**src/rtl/regfile_mp.sv**
```systemverilog
// Multi-port register file: two prioritised write ports, NUM_RD combinational
// read ports with write-through bypass, a per-register pending scoreboard and
// a hardware clear sequence that zeroes the array after reset.
//
// state    | meaning
// ---------+---------------------------------------------------------------
// ST_INIT  | clear sequence running, one register zeroed per cycle
// ST_READY | normal operation: writes, reads, issue tracking
module regfile_mp #(
    parameter int DATA_W   = 32,
    parameter int ADDR_W   = 5,
    parameter int NUM_RD   = 2,
    parameter bit ZERO_REG = 1'b1
) (
    input  logic                     i_clk,
    input  logic                     i_rst,
    output logic                     o_init_busy,
    input  logic [NUM_RD*ADDR_W-1:0] i_rd_addr,
    output logic [NUM_RD*DATA_W-1:0] o_rd_data,
    output logic [NUM_RD-1:0]        o_rd_pending,
    input  logic                     i_wr0_en,
    input  logic [ADDR_W-1:0]        i_wr0_addr,
    input  logic [DATA_W-1:0]        i_wr0_data,
    input  logic                     i_wr1_en,
    input  logic [ADDR_W-1:0]        i_wr1_addr,
    input  logic [DATA_W-1:0]        i_wr1_data,
    input  logic                     i_issue_en,
    input  logic [ADDR_W-1:0]        i_issue_addr
);

    localparam int DEPTH = 2 ** ADDR_W;
    localparam int CNT_W = ADDR_W + 1;
    localparam logic [CNT_W-1:0] LAST_IDX = CNT_W'(DEPTH - 1);

    typedef enum logic {
        ST_INIT  = 1'b0,
        ST_READY = 1'b1
    } state_t;

    state_t              r_state;
    logic [CNT_W-1:0]    r_cnt;
    logic                r_init_busy;
    logic [DEPTH-1:0]    r_pending;
    logic [DATA_W-1:0]   r_mem [DEPTH];

    logic                w_ready;
    logic                w_wr0_store;
    logic                w_wr1_store;
    logic                w_issue_set;
    logic [DEPTH-1:0]    w_pend_next;

    assign w_ready     = (r_state == ST_READY);
    assign o_init_busy = r_init_busy;

    // Register 0 is hardwired when ZERO_REG is set, so its writes and issues vanish.
    assign w_wr0_store = w_ready && i_wr0_en && !(ZERO_REG && (i_wr0_addr == '0));
    assign w_wr1_store = w_ready && i_wr1_en && !(ZERO_REG && (i_wr1_addr == '0));
    assign w_issue_set = i_issue_en && !(ZERO_REG && (i_issue_addr == '0));

    // Next pending vector: writes retire producers, a new issue sets last so it wins.
    always_comb begin
        w_pend_next = r_pending;
        if (i_wr0_en) begin
            w_pend_next[i_wr0_addr] = 1'b0;
        end
        if (i_wr1_en) begin
            w_pend_next[i_wr1_addr] = 1'b0;
        end
        if (w_issue_set) begin
            w_pend_next[i_issue_addr] = 1'b1;
        end
    end

    // Control FSM: clear counter, busy flag and pending scoreboard.
    always_ff @(posedge i_clk) begin
        if (i_rst) begin
            r_state     <= ST_INIT;
            r_cnt       <= '0;
            r_pending   <= '0;
            r_init_busy <= 1'b1;
        end else begin
            case (r_state)
                ST_INIT: begin
                    r_cnt <= r_cnt + CNT_W'(1);
                    if (r_cnt == LAST_IDX) begin
                        r_state     <= ST_READY;
                        r_init_busy <= 1'b0;
                    end
                end
                ST_READY: begin
                    r_pending <= w_pend_next;
                end
                default: begin
                    r_state     <= ST_INIT;
                    r_init_busy <= 1'b1;
                end
            endcase
        end
    end

    // Storage array: zeroed by the clear sequence, left untouched while in reset;
    // port 1 is written last so it wins a same-address collision.
    always_ff @(posedge i_clk) begin
        if (!i_rst) begin
            if (r_state == ST_INIT) begin
                r_mem[r_cnt[ADDR_W-1:0]] <= '0;
            end else begin
                if (w_wr0_store) begin
                    r_mem[i_wr0_addr] <= i_wr0_data;
                end
                if (w_wr1_store) begin
                    r_mem[i_wr1_addr] <= i_wr1_data;
                end
            end
        end
    end

    for (genvar gi = 0; gi < NUM_RD; gi++) begin : g_rd
        logic [ADDR_W-1:0] w_addr;
        logic [DATA_W-1:0] w_data;
        logic              w_wr0_hit;
        logic              w_wr1_hit;

        assign w_addr    = i_rd_addr[gi*ADDR_W +: ADDR_W];
        assign w_wr0_hit = i_wr0_en && (i_wr0_addr == w_addr);
        assign w_wr1_hit = i_wr1_en && (i_wr1_addr == w_addr);

        // Read mux with same-cycle bypass, mirroring the array's write priority.
        always_comb begin
            w_data = '0;
            if (!w_ready) begin
                w_data = '0;
            end else if (ZERO_REG && (w_addr == '0)) begin
                w_data = '0;
            end else if (w_wr1_hit) begin
                w_data = i_wr1_data;
            end else if (w_wr0_hit) begin
                w_data = i_wr0_data;
            end else begin
                w_data = r_mem[w_addr];
            end
        end

        assign o_rd_data[gi*DATA_W +: DATA_W] = w_data;
        // A writeback arriving this cycle already satisfies the consumer.
        assign o_rd_pending[gi] = w_ready && r_pending[w_addr] && !w_wr0_hit && !w_wr1_hit;
    end

endmodule

```
**config.mk**
```make
export PLATFORM = sky130hd
export DESIGN_NAME = regfile_mp
export DESIGN_NICKNAME = d
export VERILOG_FILES = /design/src/rtl/regfile_mp.sv
export SDC_FILE = /design/constraint.sdc
export NUM_CORES = 2
export LEC_CHECK = 0
export CAP_MARGIN = 20
export CORE_AREA = 2 2 253 504
export DETAILED_ROUTE_END_ITERATION = 6
export DIE_AREA = 0 0 255 506
export PLACE_DENSITY = 0.66
export SLEW_MARGIN = 40
export SYNTH_ARGS = -nofsm -noshare
export SYNTH_HDL_FRONTEND = slang
export SYNTH_SLANG_ARGS = --single-unit
export TNS_END_PERCENT = 100
```
**constraint.sdc**
```tcl
create_clock -name i_clk -period 6.05 [get_ports i_clk]
set_input_delay 0.9075 -clock i_clk [delete_from_list [all_inputs] [get_ports i_clk]]
set_output_delay 0.9075 -clock i_clk [all_outputs]
set_load 0.005 [all_outputs]
```
==> key figures <==
Timing
  • Clk_skew: 0.0212 ns
  • Relative slew slack: 34.2%
  • Pins over their slew limit: 0
  • # setup viols final: 0
  • F_max: between 150 and 200 MHz
  • Final period util: around nine tenths
  • RSZ-0062 raised after global routing: no
  • Worst-Margin Slew: 0.987 ns
  • Hold Vio Cnt, Final: 0
  • Final Critical Period: 5.56 ns
  • Setup TNS: 0 ns

Drt
  • Vias per cell: 7.14
  • First drt pass iteration count: 7
  • Initial DRC count: 7322
  • Total routed wirelength: about 250 mm
  • Vias post-DR: approximately 50000
  • ANT nets after route: 0
  • DR WL/cell: 35.3 um
  • DRC viols: 0

Logic synthesis
  • Post-synth top area share: 49.6%
  • Post-synth top flop: edfxtp_1
  • Most frequent cell after synthesis: nand2_1
  • Register area share after synthesis: 50.9%
  • Syn Area/Cell: 11.3 um^2
  • Netlist cell types: between 50 and 60
  • Post-synth top area cell: edfxtp_1
  • Post-Syn Area: roughly 0.062 mm^2
  • Async set or reset register ratio after synthesis: 0%
  • Post-synth EDFFs: 1024
  • Yosys reg bits: around 1100
  • Top cells by area, synth: edfxtp_1 (50%), mux4_2 (16%), o21ai_0 (7.3%), nand2_1 (6.9%), clkbuf_1 (3.5%)
  • Yosys warning count: 0
  • Mapped Cells: roughly 5500
  • Syn_nets: 5562
  • Top cells by count, synth: nand2_1 (1133), edfxtp_1 (1024), o21ai_0 (909)

Clock network
  • Worst-skew pair later-pin latency: 0.71 ns
  • Cts hold-fix bufs: 0
  • CTS tree: built
  • CTS Buffer Depth: 3
  • Post-CTS Setup Bufs: 0
  • Num CTS Buffers: 97
  • Clock sinks: roughly 1100
  • Reg clk slew, reported paths: around 0.07 ns
  • Clk root buf: clkbuf_16
  • Post-CTS sizing: 0
  • H-tree level count: 3

Hold path
  • Hold path depth: 1
  • Type of the worst min-delay path: flop to flop

Placed design
  • # port buffers: 160
  • Post-DP HPWL: between 100 and 150 mm
  • Dpl cells: just under 7000
  • GP Congestion: 0.957

Floorplanning
  • Initial core utilization: 49.4%
  • Row cnt: 184
  • Core area: 0.125 mm^2
  • Die Footprint: 0.129 mm^2
  • Die H: 506 um
  • I/O Pins: around 160
  • Chip width: 255 um

Setup path
  • Cells on worst reg2reg path: 7
  • Max stage delay on crit path: 0.72 ns
  • Slowest cell on the critical path: clkdlybuf4s50_1
  • Critical path capture point type: output port
  • Worst Path Required: 5.14 ns
  • Crit. path cell count: 9
  • Worst Setup Path Type: input pin to output port
  • Worst path bufs/invs: 4
  • Worst-path maximum fanout: 20
  • Crit path arrival time: 4.65 ns
  • Startpoint types: input pin
  • CP top delay family: buffers and inverters
  • Crit-path cells: clkdlybuf4s50_1, nand2b_2, buf_12, o22ai_1, nor3_1, nor3_1, o221ai_1, buf_4, clkdlybuf4s50_1

Global routing
  • Initial antenna violation count: 10
  • First-pass GRT wire length: 347 mm
  • Grt total ovfl: 0
  • Total track usage: 38.4%
  • Vias in the first global route: 48900
  • Pin count of the biggest net entering global routing: between 80 and 90

Pwr
  • Pleak: between 20 and 25 nW
  • Power Dens Cells: 227 mW/mm^2
  • Worst ir drop on vdd: 208 uV

Flow run
  • Max Cap Viol: 0

Cells and area
  • Fin nets: 5343
  • Layout cells sized above 1: approximately a fifth
  • Layout area overhead: 12.0%
  • Finished Layout Cells: 7007

Outcome
  • Status: completed
final cells by class:
cell class	instances	area (um^2)
Timing Repair Buffer	368	4070
Inverter	72	270
Antenna cell	8	20.0
Clock inverter	63	584
Fill cell	10300	56000
Tap cell	1674	2090
Clock buffer	113	2530
Sequential cell	1064	31600
Multi-Input combinational cell	3645	28400
cells by family (layout without fill, tap and decap cells):
| kind of cell | Yosys count | after routing | share of synthesized area [%] |
|---|---|---|---|
| buf+inv | 758 | 616 | 4.87 |
| simple gates | 1463 | 1463 | 9.83 |
| other cells | 0 | 8 | 0 |
| flops | 1064 | 1064 | 50.9 |
| fa+ha+maj | 1 | 1 | 0.0202 |
| xor+xnor | 24 | 24 | 0.339 |
| mux | 697 | 697 | 20.3 |
| compound gates | 1460 | 1460 | 13.8 |
per-stage QoR:
stage | instance area (um^2) | hold WS [ns] | power (mW) | setup slack, ns | util (%)
global route | 69500 | 0.484 | 16.0 | 0.410 | 55.4
CTS | 69200 | 0.461 | 15.7 | 0.542 | 55.2
global placement | 65800 | 0.445 | 9.49 | 0.506 | 52.4
detailed placement | 66100 | 0.445 | 9.50 | 0.573 | 52.7
floorplan | 62000 | 0.434 | 8.98 | 1.66 | -
finish | 69500 | 0.461 | 15.7 | 0.494 | 55.4
where the power goes:
| group | total (mW) | switching, mW | internal [mW] | leakage [nW] |
|---|---|---|---|---|
| registers | 8.01 | 0.0218 | 7.99 | 11.1 |
| clock network | 6.35 | 2.96 | 3.39 | 1.52 |
| logic | 1.37 | 0.857 | 0.518 | 11.3 |
worst register-to-register path: stages, from the launching register on:
cell and delay (ns):
dfxtp_1 0.58, buf_4 0.50, nand3b_1 0.20, a31oi_4 0.24, buf_4 0.60, mux2_2 0.53
o22ai_4 0.58, buf_4 0.52
per-layer routing:
metal	routed length, um	global-route usage (%)	vias to the layer above	share of wire [%]
li1	-	-	20200	-
met1	74600	42.2	24300	30
met2	117000	61.2	4208	47
met3	29200	9.94	1347	12
met4	26600	33.8	6	11
met5	35	0	-	0.014
registers in the layout, indices dropped and copies added, names as in the netlist:
name / cells
r_mem: 1024
r_pending: 32
r_cnt: 6
o_init_busy: 1
r_state: 1
final timing paths:
check | startpoint | slack [ns] | to
hold reg to reg | o_init_busy | 0.46 | o_init_busy
hold / removal | o_init_busy | 0.46 | o_init_busy
setup reg to reg | r_state | 1.93 | r_mem[18][11]
setup / recovery | i_rd_addr[9] | 0.49 | o_rd_data[50]
cells in the final DEF (no fill, tap or decap), types with 8 or more instances in the layout:
master           Yosys  layout
mux2_2             130     130
o22ai_4              0      31
buf_2               68       8
bufinv_16            0       9
nand3b_1            13      13
a211oi_1            34      34
mux2i_1            131     131
clkinvlp_4           0       8
mux4_2             436     436
clkdlybuf4s50_1      0     147
o21ai_0            909     909
clkinv_1             1      13
or3b_2               8       8
nand2_2              0      32
buf_4                4     127
xnor2_1             17      17
inv_1               71      71
dfxtp_1             40      40
a22o_1              63      63
edfxtp_1          1024    1024
diode_2              0       8
clkbuf_1           586      14
a22oi_1            158     158
nor3b_1             34      31
buf_12               0      57
nor3_1             102     100
nand2_1           1133    1101
o21ai_1             85      85
a2111o_1            32      32
clkinv_2             0      22
nor2_4               0      32
o22ai_1            126      95
and2_1              35      32
buf_6               10      16
o221ai_1            33      32
nor2_1              76      51
clkbuf_16            0      99
Power figures use the tool's default switching activity.
